**src/rtl/dog_scale_scheduler.sv**
```systemverilog
// DoG scale-level scheduler: launches the DoG engine once per level of an
// octave, counts its output beats and reports pass, mismatch, timeout or abort.
module dog_scale_scheduler #(
  parameter int unsigned WIDTH      = 128,
  parameter int unsigned HEIGHT     = 128,
  parameter int unsigned MAX_LEVELS = 4,
  parameter int unsigned LVL_W      = 2,
  parameter int unsigned CNT_W      = 15,
  parameter int unsigned TIMEOUT    = 65536
) (
  input  logic             clk_i,
  input  logic             rst_i,
  input  logic             start_i,
  input  logic [2:0]       num_levels_i,
  input  logic             abort_i,
  output logic             dog_start_o,
  input  logic             dog_valid_i,
  input  logic             dog_done_i,
  output logic [LVL_W-1:0] level_o,
  output logic [CNT_W-1:0] pix_count_o,
  output logic             busy_o,
  output logic             done_o,
  output logic [1:0]       err_code_o
);

  localparam int unsigned NlevW = $clog2(MAX_LEVELS + 1);
  localparam int unsigned TmoW  = $clog2(TIMEOUT) + 1;

  localparam logic [CNT_W-1:0] PixTarget = CNT_W'(WIDTH * HEIGHT);
  // Counter value one before the limit: the increment taken there reaches TIMEOUT-1.
  localparam logic [TmoW-1:0]  TmoLast   = TmoW'(TIMEOUT - 2);

  localparam logic [1:0] ErrOk       = 2'b00;
  localparam logic [1:0] ErrCount    = 2'b01;
  localparam logic [1:0] ErrTimeout  = 2'b10;
  localparam logic [1:0] ErrAborted  = 2'b11;

  typedef enum logic [2:0] {StIdle, StLaunch, StRun, StCheck, StFinish} state_e;

  state_e           state_q;
  logic [NlevW-1:0] nlev_q;
  logic [NlevW-1:0] nlev_in;
  logic [LVL_W-1:0] level_q;
  logic [CNT_W-1:0] pix_q;
  logic [TmoW-1:0]  tmo_q;
  logic [1:0]       err_q;
  logic             last_level;

  // Clamp the requested level count into 1..MAX_LEVELS.
  always_comb begin
    nlev_in = NlevW'(num_levels_i);
    if (num_levels_i == 3'd0) begin
      nlev_in = NlevW'(1);
    end else if (32'(num_levels_i) > MAX_LEVELS) begin
      nlev_in = NlevW'(MAX_LEVELS);
    end
  end

  assign last_level = (level_q == LVL_W'(nlev_q - NlevW'(1)));

  // Sequencing FSM with its datapath registers.
  always_ff @(posedge clk_i or posedge rst_i) begin
    if (rst_i) begin
      state_q <= StIdle;
      nlev_q  <= '0;
      level_q <= '0;
      pix_q   <= '0;
      tmo_q   <= '0;
      err_q   <= ErrOk;
    end else begin
      unique case (state_q)
        StIdle: begin
          if (start_i) begin
            nlev_q  <= nlev_in;
            level_q <= '0;
            err_q   <= ErrOk;
            state_q <= StLaunch;
          end
        end
        StLaunch: begin
          if (abort_i) begin
            err_q   <= ErrAborted;
            state_q <= StFinish;
          end else begin
            pix_q   <= '0;
            tmo_q   <= '0;
            state_q <= StRun;
          end
        end
        StRun: begin
          if (abort_i) begin
            err_q   <= ErrAborted;
            state_q <= StFinish;
          end else begin
            // A beat coincident with dog_done still counts.
            if (dog_valid_i && !(&pix_q)) begin
              pix_q <= pix_q + CNT_W'(1);
            end
            tmo_q <= tmo_q + TmoW'(1);
            if (dog_done_i) begin
              state_q <= StCheck;
            end else if (tmo_q == TmoLast) begin
              err_q   <= ErrTimeout;
              state_q <= StFinish;
            end
          end
        end
        StCheck: begin
          if (abort_i) begin
            err_q   <= ErrAborted;
            state_q <= StFinish;
          end else if (pix_q != PixTarget) begin
            err_q   <= ErrCount;
            state_q <= StFinish;
          end else if (last_level) begin
            err_q   <= ErrOk;
            state_q <= StFinish;
          end else begin
            level_q <= level_q + LVL_W'(1);
            state_q <= StLaunch;
          end
        end
        StFinish: begin
          state_q <= StIdle;
        end
        default: begin
          state_q <= StIdle;
        end
      endcase
    end
  end

  // Moore outputs decoded from the state register.
  always_comb begin
    dog_start_o = (state_q == StLaunch);
    done_o      = (state_q == StFinish);
    busy_o      = (state_q == StLaunch) || (state_q == StRun) || (state_q == StCheck);
    level_o     = level_q;
    pix_count_o = pix_q;
    err_code_o  = err_q;
  end

endmodule

```
**config.mk**
```make
export PLATFORM = sky130hd
export DESIGN_NAME = dog_scale_scheduler
export DESIGN_NICKNAME = d
export VERILOG_FILES = /design/src/rtl/dog_scale_scheduler.sv
export SDC_FILE = /design/constraint.sdc
export NUM_CORES = 1
export LEC_CHECK = 0
export ABC_CLOCK_PERIOD_IN_PS = 3180
export CAP_MARGIN = 15
export CORE_ASPECT_RATIO = 0.7
export CORE_UTILIZATION = 59
export DETAILED_ROUTE_END_ITERATION = 12
export GPL_TIMING_DRIVEN = 1
export PLACE_DENSITY = 0.84
export SLEW_MARGIN = 30
export SYNTH_ARGS = -nofsm -noshare
export SYNTH_HDL_FRONTEND = slang
export SYNTH_SLANG_ARGS = --single-unit
```
**constraint.sdc**
```tcl
create_clock -name clk_i -period 3.18 [get_ports clk_i]
set_clock_uncertainty 0.15 [all_clocks]
set_input_delay 0.477 -clock clk_i [delete_from_list [all_inputs] [get_ports clk_i]]
set_output_delay 0.477 -clock clk_i [all_outputs]
set_load 0.005 [all_outputs]
```
==> results of run 1 <==
==> power by group through the flow <==
stage	sequential [mW]	combinational [mW]	clock (mW)
global placement	0.707	0.489	0
global route	0.722	0.578	0.460
CTS	0.702	0.522	0.437
finish	0.706	0.524	0.435
detailed placement	0.711	0.514	0
floorplan	0.661	0.353	0
==> registers in the layout (all words and copies together), names as in the netlist <==
register and flops:
tmo_q 17, pix_count_o 15, state_q 3, err_code_o 2
level_o 2, nlev_q 2
==> cells in the final DEF (no fill, tap or decap), drive strengths merged, types with 3 or more instances in the layout <==
cell type / count
nor3: 9
nor2: 30
nor3b: 4
clkbuf: 7
mux2: 3
ha: 4
a21oi: 13
nand3: 19
nor2b: 3
nor4b: 5
nand2: 20
xnor2: 12
buf: 6
a31oi: 5
clkdlybuf4s50: 30
nand4: 8
nor4: 5
or3: 3
and3: 4
dfrtp: 41
inv: 15
and2: 4
mux2i: 3
o21ai: 22
==> per-stage QoR <==
step | util | instance area [um^2] | hold slack (ns) | setup WS (ns)
6_report | 0.776 | 2850 | 0.357 | 0.702
5_1_grt | 0.776 | 2850 | 0.364 | 0.617
4_1_cts | 0.776 | 2850 | 0.349 | 0.732
3_5_place_dp | 0.744 | 2730 | 0.335 | 0.487
3_3_place_gp | 0.744 | 2730 | 0.323 | 0.520
2_1_floorplan | - | 2360 | 0.297 | 1.02
==> logic make-up after synthesis <==
family | count (synthesis) | synth area share
AOI/OAI and AO/OA | 51 | 0.130
DFF | 41 | 0.434
xor gates and xnor gates | 13 | 0.0482
adders and majority gates | 4 | 0.0212
muxes | 6 | 0.0270
buffers and inverters | 23 | 0.0429
and+or+nand+nor | 126 | 0.297
==> cell type report <==
cell class              instances  area share
clock buffers                   7      0.0303
clock inverters                 1      0.0105
inverters                      15      0.0198
multi-input cells             200       0.436
flip-flops and latches         41       0.360
well taps                      50      0.0220
repair buffers                 36       0.121
==> worst reg2reg max path, cell delays in order (launching register included) <==
cell and delay [ns]:
dfrtp_1 0.63, or4b_4 0.59, and3_4 0.19, a21oi_2 0.27, buf_4 0.22, o21ai_0 0.09
a22o_1 0.23
==> worst max path at each step <==
stage	slack (ns)	to	from	cells after the start
3_5_place_dp	0.49	err_code_o[0]	abort_i	7
4_1_cts	0.73	pix_count_o[5]	state_q[0]	6
5_1_grt	0.62	pix_count_o[5]	state_q[0]	6
2_1_floorplan	1.02	pix_count_o[7]	abort_i	7
3_3_place_gp	0.52	pix_count_o[5]	abort_i	7
6_report	0.70	pix_count_o[5]	state_q[0]	6
==> routing by layer <==
layer  GRT usage  share of wire  vias to the layer above
li1            -              -                     1026
met1       0.366           0.47                      974
met2       0.475           0.45                       85
met3      0.0590          0.059                       14
met4      0.0692          0.013                        0
met5           0              0                        -
==> flow_metrics.py, run 1 <==
metrics = {
    "outcome": {
        "status": "complete, no violations",
    },
    "hold_path": {
        "whs_path_depth": 1,
        "hold_end": "tmo_q[5]",
        "hold_path.startpoint": "tmo_q[5]",
        "min_path_type": "flop to flop",
    },
    "worst_setup_path": {
        "required_ns": 3.22,
        "path_cells": "or4b_4 -> and3_4 -> a21oi_2 -> buf_4 -> o21ai_0 -> a22o_1",
        "cp_max_fo": 16,
        "timing.rr.start": "state_q[0]",
        "rr_endpoint": "pix_count_o[5]",
        "worstSetupStartpointType": "flop",
        "reg2reg_slack_ns": 0.70,
        "cp-end-kind": "flop",
        "slowest_delay_ns": 0.63,
        "crit_family": "simple AND/OR/NAND/NOR gates",
        "reg2reg_depth": 6,
        "cp_slowest_cell": "dfrtp_1",
        "cp.arrival_ns": 2.52,
        "crit_type": "flop to flop",
        "crit_buf_inv": 1,
    },
    "synth": {
        "ys_warn_count": 0,
        "synthArstFlopShare": 1.00,
        "synth.cell_area_um2": 2360,
        "ys_top_cells_by_count": "dfrtp_1 (41), nor2_1 (30), o21ai_0 (21), nand2_1 (20), nand3_1 (18)",
        "post-synth-top-area-cell": "dfrtp_1",
        "ys_ff_latch": 41,
        "synthTopCellsByArea": "dfrtp_1 (43%), nor2_1 (4.8%), o21ai_0 (4.4%), xnor2_1 (4.4%), nand3_1 (3.8%)",
        "avgSynthCellArea_um2": 8.95,
        "synth.top_cell.area_share": 0.434,
        "synth_nets": 277,
        "syn_inst": 264,
        "synth_cell_type_count": 48,
        "yosys.cell_count.top_type": "dfrtp_1",
        "ys_seq_area_frac": 0.434,
        "synth_ff_type": "dfrtp_1",
        "synth_edf_count": 0,
    },
    "clock_network": {
        "clkTransAtPathRegs_ns": 0.08,
        "root_buffer": "clkbuf_8",
        "ctsResizeCount": 0,
        "htreeDepth": 2,
        "clk_latency_ns": 0.30,
        "clock_path_buffers": 2,
        "cts_buffers": 5,
        "cts.sinks": 41,
        "cts_setup_buffers": 0,
        "hold_buffers": 0,
        "cts_tree": "built",
    },
    "detailed_routing": {
        "first_pass_iters": 5,
        "first_iter_violations": 213,
        "wl_mm": 5.30,
        "drc_errors": 0,
        "detail_route.wl_per_cell_um": 15.1,
        "ant_nets": 0,
        "viasPerCell": 6.00,
        "via_count": 2099,
    },
    "die": {
        "core_area_um2": 3670,
        "die-area_um2": 4270,
        "io_pins": 31,
        "initial_core_util": 0.644,
        "row_count": 18,
        "die_y_um": 55.0,
        "die_x_um": 77.7,
    },
    "place": {
        "place_hpwl_mm": 3.75,
        "place_inst": 342,
        "port_buffers": 30,
        "routabilityCongestion": 0.836,
    },
    "finish": {
        "final_layout_size_suffix_gt1_frac": 0.0800,
        "n_fill_cell": 248,
        "multiInputGateArea_um2": 1240,
        "regArea_um2": 1030,
        "n_antenna_cell": 0,
        "nets": 312,
        "layout.cells.non_filler": 350,
        "area_growth_pct": 20.5,
    },
    "power_and_ir_drop": {
        "comb_power_share": 0.315,
        "power.leakage_nw": 1.18,
        "ir_worst_vdd_mv": 0.463,
        "pwr-share-seq": 0.424,
        "p_int_mw": 1.10,
        "switching_power_mw": 0.564,
        "pwr-share-clk": 0.261,
        "p_total_mw": 1.67,
        "power_density_nw_per_um2": 585,
        "swShare": 0.338,
    },
    "sta": {
        "slew_headroom": 0.454,
        "fin_tns_setup_ns": 0,
        "finalHoldViolations": 0,
        "max_freq_mhz": 403,
        "rsz0062_at_grt": "no",
        "report.final.slew_viol_count": 0,
        "min_period_over_period": 0.779,
        "finalSetupViolCount": 0,
        "fin_crit_ns": 2.48,
        "max_slew.worst_pin.slew_ns": 0.808,
    },
    "global_routing": {
        "grt_overflow_total": 0,
        "grt_usage": 0.276,
        "grt_start_max_net_pins": 42,
        "grt_pass1_vias": 1948,
        "grt_pass1_wl_mm": 8.91,
        "antenna_found_initial": 0,
    },
    "flow_run": {
        "maxCapViolations": 0,
    },
}
(Power assumes the default switching activity.)
==> inputs of run 2 (changes only) <==
--- a/config.mk
+++ b/config.mk
@@ -5,13 +5,13 @@
 export SDC_FILE = /design/constraint.sdc
 export NUM_CORES = 1
 export LEC_CHECK = 0
-export ABC_CLOCK_PERIOD_IN_PS = 3180
+export ABC_CLOCK_PERIOD_IN_PS = 2200
 export CAP_MARGIN = 15
 export CORE_ASPECT_RATIO = 0.7
-export CORE_UTILIZATION = 59
+export CORE_UTILIZATION = 50
 export DETAILED_ROUTE_END_ITERATION = 12
 export GPL_TIMING_DRIVEN = 1
-export PLACE_DENSITY = 0.84
+export PLACE_DENSITY = 0.75
 export SLEW_MARGIN = 30
 export SYNTH_ARGS = -nofsm -noshare
 export SYNTH_HDL_FRONTEND = slang
==> constraint.sdc (replaced) <==
create_clock -name clk_i -period 2.2 [get_ports clk_i]
set_clock_uncertainty 0.15 [all_clocks]
set_input_delay 0.33 -clock clk_i [delete_from_list [all_inputs] [get_ports clk_i]]
set_output_delay 0.33 -clock clk_i [all_outputs]
set_load 0.005 [all_outputs]
==> run 2 against run 1 <==
The flow now finishes with violations (design-rule violations); design area is 6.1% higher; non-clock buffer count up 22; worst setup slack got worse by 0.64 ns; routed wire length grew 2.8%; sequential cell count did not move; cell count is 7.7% higher; via count up 2.0%; first-iteration DRC count is 37% lower; clock power is 11% higher; sequential power grew 35%; clock-buffer cell count shrank 1; critical path type is now flop to primary output.
==> flow_metrics.py, run 2 (synthesis gave the netlist of run 1 again) <==
metrics = {
    "die": {
        "row_count": 20,
        "die_x_um": 84.2,
        "initial_core_util": 0.534,
        "io_pins": 31,
        "core_area_um2": 4430,
        "die-area_um2": 5010,
        "die_y_um": 59.5,
    },
    "finish": {
        "final_layout_size_suffix_gt1_frac": 0.155,
        "layout_commonest_cell": "dfrtp_1",
        "area_growth_pct": 27.9,
        "mostFrequentLayoutCells": "dfrtp_1 (40), clkdlybuf4s50_1 (30), nor2_1 (29)",
        "n_fill_cell": 369,
        "largest_register_ffs": 17,
        "n_antenna_cell": 0,
        "nets": 334,
        "top_register": "tmo_q",
        "design_area_um2": 3020,
    },
    "worst_setup_path": {
        "required_ns": 1.72,
        "rr_endpoint": "pix_count_o[9]",
        "reg2reg_depth": 6,
        "cp-end-kind": "primary output",
        "worstSetupStartpointType": "flop",
        "cp.arrival_ns": 1.65,
        "cp_slowest_cell": "clkdlybuf4s50_1",
        "timing.rr.start": "state_q[2]",
        "cp_max_fo": 10,
        "slowest_delay_ns": 0.49,
        "crit_family": "buffers and inverters",
        "crit_type": "flop to primary output",
        "crit_buf_inv": 2,
        "reg2reg_slack_ns": 0.12,
        "path_cells": "buf_4 -> nor2_4 -> and2_1 -> clkdlybuf4s50_1",
    },
    "detailed_routing": {
        "drc_errors": 8,
        "first_pass_iters": 8,
        "detail_route.wl_per_cell_um": 14.5,
        "first_iter_violations": 134,
        "ant_nets": 0,
        "via_count": 2140,
        "wl_mm": 5.45,
        "viasPerCell": 5.68,
    },
    "sta": {
        "slew_headroom": 0.652,
        "fin_crit_ns": 2.13,
        "rsz0062_at_grt": "no",
        "finalSetupViolCount": 0,
        "max_freq_mhz": 469,
        "fin_worst_hold_slack_ns": 0.311,
        "min_period_over_period": 0.970,
        "report.final.slew_viol_count": 0,
        "finalHoldViolations": 0,
        "max_slew.worst_pin.slew_ns": 0.522,
    },
    "power_and_ir_drop": {
        "power_density_nw_per_um2": 790,
        "power.leakage_nw": 1.30,
        "ir_worst_vdd_mv": 0.372,
    },
    "clock_network": {
        "cts.sinks": 41,
        "clk_latency_ns": 0.29,
        "clkTransAtPathRegs_ns": 0.08,
        "root_buffer": "clkbuf_8",
        "cts_buffers": 5,
        "cts_tree": "built",
        "clock_path_buffers": 2,
        "htreeDepth": 2,
    },
    "place": {
        "routabilityCongestion": 0.903,
        "dpl-instance-area_um2": 2890,
        "place_hpwl_mm": 3.92,
        "port_buffers": 30,
    },
    "global_routing": {
        "grt_pass1_wl_mm": 9.07,
        "grt_usage": 0.235,
        "grt_start_max_net_pins": 42,
        "grt_overflow_total": 0,
        "antenna_found_initial": 0,
        "grt_pass1_vias": 1929,
    },
    "outcome": {
        "violations": "design-rule violations",
        "status": "finished with violations",
    },
    "flow_run": {
        "maxCapViolations": 0,
    },
    "hold_path": {
        "min_path_type": "input port to asynchronous set/reset pin",
    },
}
-- run 2: worst min-delay path, delay by kind of cell --
kind	cells	cell delay, ns
buffers and inverters	3	0.88
-- run 2: metrics by stage --
stage / setup slack [ns] / instances / power (mW) / utilization / setup TNS, ns
5_1_grt: 0.0113 / 377 / 2.54 / 0.682 / 0
2_1_floorplan: 0.122 / 264 / 1.47 / - / 0
4_1_cts: 0.0339 / 377 / 2.36 / 0.675 / 0
3_3_place_gp: -0.176 / 367 / 1.82 / 0.652 / -1.26
6_report: 0.0660 / 377 / 2.39 / 0.682 / 0
3_5_place_dp: -0.215 / 367 / 1.85 / 0.652 / -1.84
-- run 2: what timing repair did --
action                     in CTS  in global routing
buffers inserted                2                  0
resized for setup               2                  5
hold buffers                    0                  0
setup endpoints to repair       2                  5
-- run 2: final cells by class --
type	count	area [um^2]	share of cell area
clock buffer	6	72.6	0.0240
tap	55	68.8	0.0228
multi-input combinational	200	1280	0.423
sequential	41	1030	0.340
clock inverter	2	10.0	0.00331
inverter	15	56.3	0.0186
timing repair buffer	58	510	0.169
-- run 2: worst max-delay path by stage --
stage                   startpoint        endpoint  slack [ns]  cells past startpoint
finish                  state_q[0]          done_o        0.07                      4
global route            state_q[0]          done_o        0.01                      4
CTS                     state_q[0]          done_o        0.03                      4
detailed placement         abort_i  pix_count_o[9]       -0.22                      7
global placement           abort_i  pix_count_o[9]       -0.18                      7
floorplan           pix_count_o[0]   err_code_o[0]        0.12                      7
-- run 2: per-layer routing --
layer	GRT usage	vias to the layer above	share of wire
li1	-	1065	-
met1	0.336	1028	0.51
met2	0.370	38	0.44
met3	0.0460	9	0.038
met4	0.0640	0	0.0097
met5	0	-	0
-- run 2: power by group --
part | leakage, nW | switching [mW] | internal [mW]
combinational | 0.696 | 0.471 | 0.483
clock | 0.0450 | 0.262 | 0.220
sequential | 0.562 | 0.101 | 0.852
==> inputs of run 3 (changes only) <==
--- a/config.mk
+++ b/config.mk
@@ -5,7 +5,6 @@
 export SDC_FILE = /design/constraint.sdc
 export NUM_CORES = 1
 export LEC_CHECK = 0
-export ABC_CLOCK_PERIOD_IN_PS = 2200
 export CAP_MARGIN = 15
 export CORE_ASPECT_RATIO = 0.7
 export CORE_UTILIZATION = 50
==> results of run 3 <==
The final DEF is identical to that of run 2; final timing and power are the same.
